## config.mk

```make
export PLATFORM = sky130hd
export DESIGN_NAME = sat_counter
export DESIGN_NICKNAME = d
export VERILOG_FILES = /design/src/rtl/lfsr_seq_checker_sat_counter.sv
export SDC_FILE = /design/constraint.sdc
export NUM_CORES = 1
export LEC_CHECK = 0
export ABC_CLOCK_PERIOD_IN_PS = 1920
export CAP_MARGIN = 20
export CORE_AREA = 5 5 49 51
export CTS_CLUSTER_SIZE = 14
export DETAILED_ROUTE_END_ITERATION = 10
export DIE_AREA = 0 0 54 56
export PLACE_DENSITY = 0.72
export SLEW_MARGIN = 15
export SYNTH_ARGS = -nofsm -noshare
export SYNTH_HDL_FRONTEND = slang
export SYNTH_SLANG_ARGS = --single-unit
```

## constraint.sdc

```tcl
create_clock -name clk -period 1.92 [get_ports clk]
set_clock_uncertainty 0.15 [all_clocks]
set_input_delay 0.48 -clock clk [delete_from_list [all_inputs] [get_ports clk]]
set_output_delay 0.48 -clock clk [all_outputs]
set_load 0.05 [all_outputs]
```

## src/rtl/lfsr_seq_checker_sat_counter.sv

```systemverilog
// Up-counter that sticks at all-ones; synchronous clear has priority over increment.
module sat_counter #(
  parameter int unsigned W = 16
) (
  input  logic         clk,
  input  logic         clr_i,
  input  logic         inc_i,
  output logic [W-1:0] q_o
);

  logic [W-1:0] q_q;

  always_ff @(posedge clk) begin
    if (clr_i) begin
      q_q <= '0;
    end else if (inc_i && (q_q != '1)) begin
      q_q <= q_q + 1'b1;
    end
  end

  assign q_o = q_q;

endmodule

```

==> run metrics <==
Final min period 1.843 ns; cell area after synthesis 848.3 µm²; adder-cell share of the synthesized area 1.475%; sequential share of the synthesized area 37.76%; Syn Inst Count 99; Starting Density 44.61%; count leader, synth dfxtp_1; CTS max path bufs 2; first-pass GRT wire length 3443 µm; met3 WL 84 µm; origin of the critical flop-to-flop path q_o[0]; CP peak stage delay 0.50 ns; Die H 56 µm; ys async rst share 0%; synth unique cells 31; DRC 0; cells along the critical path ha_1, nand3_1, nor4_4, buf_12, or4_1, a21oi_1; area grow syn2layout 46.17%; final core utilization 65.20%; peak supply drop 0.2779 mV; hold buffer count at CTS 0; Yosys top cell area share 37.76%; Req. time, crit path 1.98 ns; LEAKAGE 0.0004552 µW; crit path from q_o[0]; outcome finished, final reports clean; antenna violations before repair 0; clock tree sinks 16; flops & latches, synth 16; Max Clock Freq 0.5427 GHz; synth top area cells dfxtp_1 38%, or4_1 6.2%, a21oi_1 5.9%; Setup Fix Bufs, Post-CTS 0; RSZ-0062 raised after global routing no; HP Start q_o[3]; fraction of layout cells with a size suffix above 1 40.31%; total global-route track usage 14.93%; H-Tree Depth 1; routed vias/inst 5.577; # rows 16; crit path kind register to register; largest net degree at the start of global routing 18; RePlAce Congestion 0.8394; Tcrit/Tclk final 95.97%; Max Cap Viol 0; Pwr Density 490.3 nW/µm²; Post-synth top cells 16 x dfxtp_1, 10 x a21oi_1, 7 x or4_1; Final Setup Violations 0; CTS root buf clkbuf_4; CP max stage cell or4_1; IO Port Bufs 18; Max FO, Critical Path 17; clock slew at reported path FFs 0.10 ns; pins over their slew limit 0; placed wire-length estimate 1562 µm; Worst-Skew Late Latency 0.29 ns; Hold WC Path Type register to register; simple-gate area share of the yosys netlist 36.43%; Worst Setup End Kind register; Slew HR 71.07%; core area 1902 µm²; total number of yosys warnings 0; Primary FF master, synth dfxtp_1; Overflow after GRT 0; proportion of synthesized area in mux cells 2.507%; XOR/XNOR Fraction of Synth Area 2.065%; Ant. Diodes 0; CTS tree built; largest family of logic cells by synthesized area simple AND/OR/NAND/NOR gates; mean post-synth cell area 8.569 µm²; DR WL met2 1013 µm; via count 870; number of CTS-inserted buffers 3; EDFF count, synth 0; Synth Area in Compound Gates 16.52%; NumNets Final 134; Yosys top cell by area dfxtp_1; register-to-register setup slack 0.08 ns; max FFs per register 16; iteration count of the initial detailed-routing pass 4; ANT nets after route 0; final WL 2065 µm; die width 54 µm; CP arrival 1.91 ns; WL per Instance 13.24 µm; Highest Signal Layer met4; DRC violation total after the first TritonRoute iteration 19; Least-Margin Pin Slew 0.4283 ns; CTS-repair resized insts 0; Final Hold Slack 0.3623 ns; Ports 19; die area 3024 µm²; vias in the first global route 782; Post-Syn Nets 103; startpoint types register; wire length on met1 956 µm; final hold violations 0
==> worst paths after layout <==
check / to / depth (start not counted)
hold / removal: q_o[3] / 2
setup / recovery: q_o[15] / 6
setup reg to reg: q_o[15] / 6
hold reg to reg: q_o[3] / 2
==> routing by layer <==
metal / up-vias / GRT usage, %
met4: 0 / 6.406
met1: 403 / 20.29
li1: 443 / -
met2: 22 / 22.49
met5: - / 0
met3: 2 / 2.681
==> where the power goes <==
part	switching, µW	internal [µW]
registers	4.46	335
clock network	110	115
logic	25.7	17.6
==> worst max-delay path: cells and delay by family, from the launching register on <==
kind                     cells  cell delay [ns]
AND/OR/NAND/NOR              3             0.71
adder cells (fa/ha/maj)      1             0.25
buffers and inverters        1             0.15
AO/OA/AOI/OAI                1             0.16
flip-flops                   1             0.36
==> layout make-up <==
class | count | area, µm²
Clock buffer | 4 | 36.28
Fill cell | 165 | 661.9
Inverter | 3 | 11.26
Multi-Input combinational cell | 76 | 500.5
Sequential cell | 16 | 340.3
Tap cell | 27 | 33.78
Timing Repair Buffer | 30 | 317.8
==> logic make-up after synthesis <==
logic type                 after synthesis
xor gates and xnor gates                 2
buffers and inverters                    7
adders and majority gates                1
muxes                                    2
DFF                                     16
AOI/OAI and AO/OA                       23
and+or+nand+nor                         48
==> cells in the final DEF, fill, tap and decap left out, drive strengths merged, types with 2 or more instances in the layout <==
master	synthesis	layout
nand3	6	6
nor3	4	4
and4	3	3
inv	3	3
nor4	3	3
nor2b	2	2
nand2	7	7
clkbuf	2	4
nor2	6	6
xnor2	2	2
o31ai	6	6
nand4	4	4
o21ai	4	4
or4	7	7
or3	3	3
buf	2	28
a21oi	10	10
dfxtp	16	16
clkdlybuf4s50	0	2
==> per-stage QoR <==
| stage | std cells | worst slack [ns] | total power (µW) | setup TNS, ns | cell area, µm² |
|---|---|---|---|---|---|
| after floorplan | 99 | 0.005636 | 369.5 | 0 | 868.3 |
| after global placement | 152 | -0.1393 | 389.3 | -1.001 | 1204 |
| after detailed placement | 152 | -0.1917 | 390.5 | -1.359 | 1204 |
| after CTS | 156 | 0.08474 | 613.5 | 0 | 1240 |
| after global routing | 156 | 0.003314 | 629.5 | 0 | 1240 |
| final | 156 | 0.07744 | 608.0 | 0 | 1240 |
(Power assumes the default switching activity.)
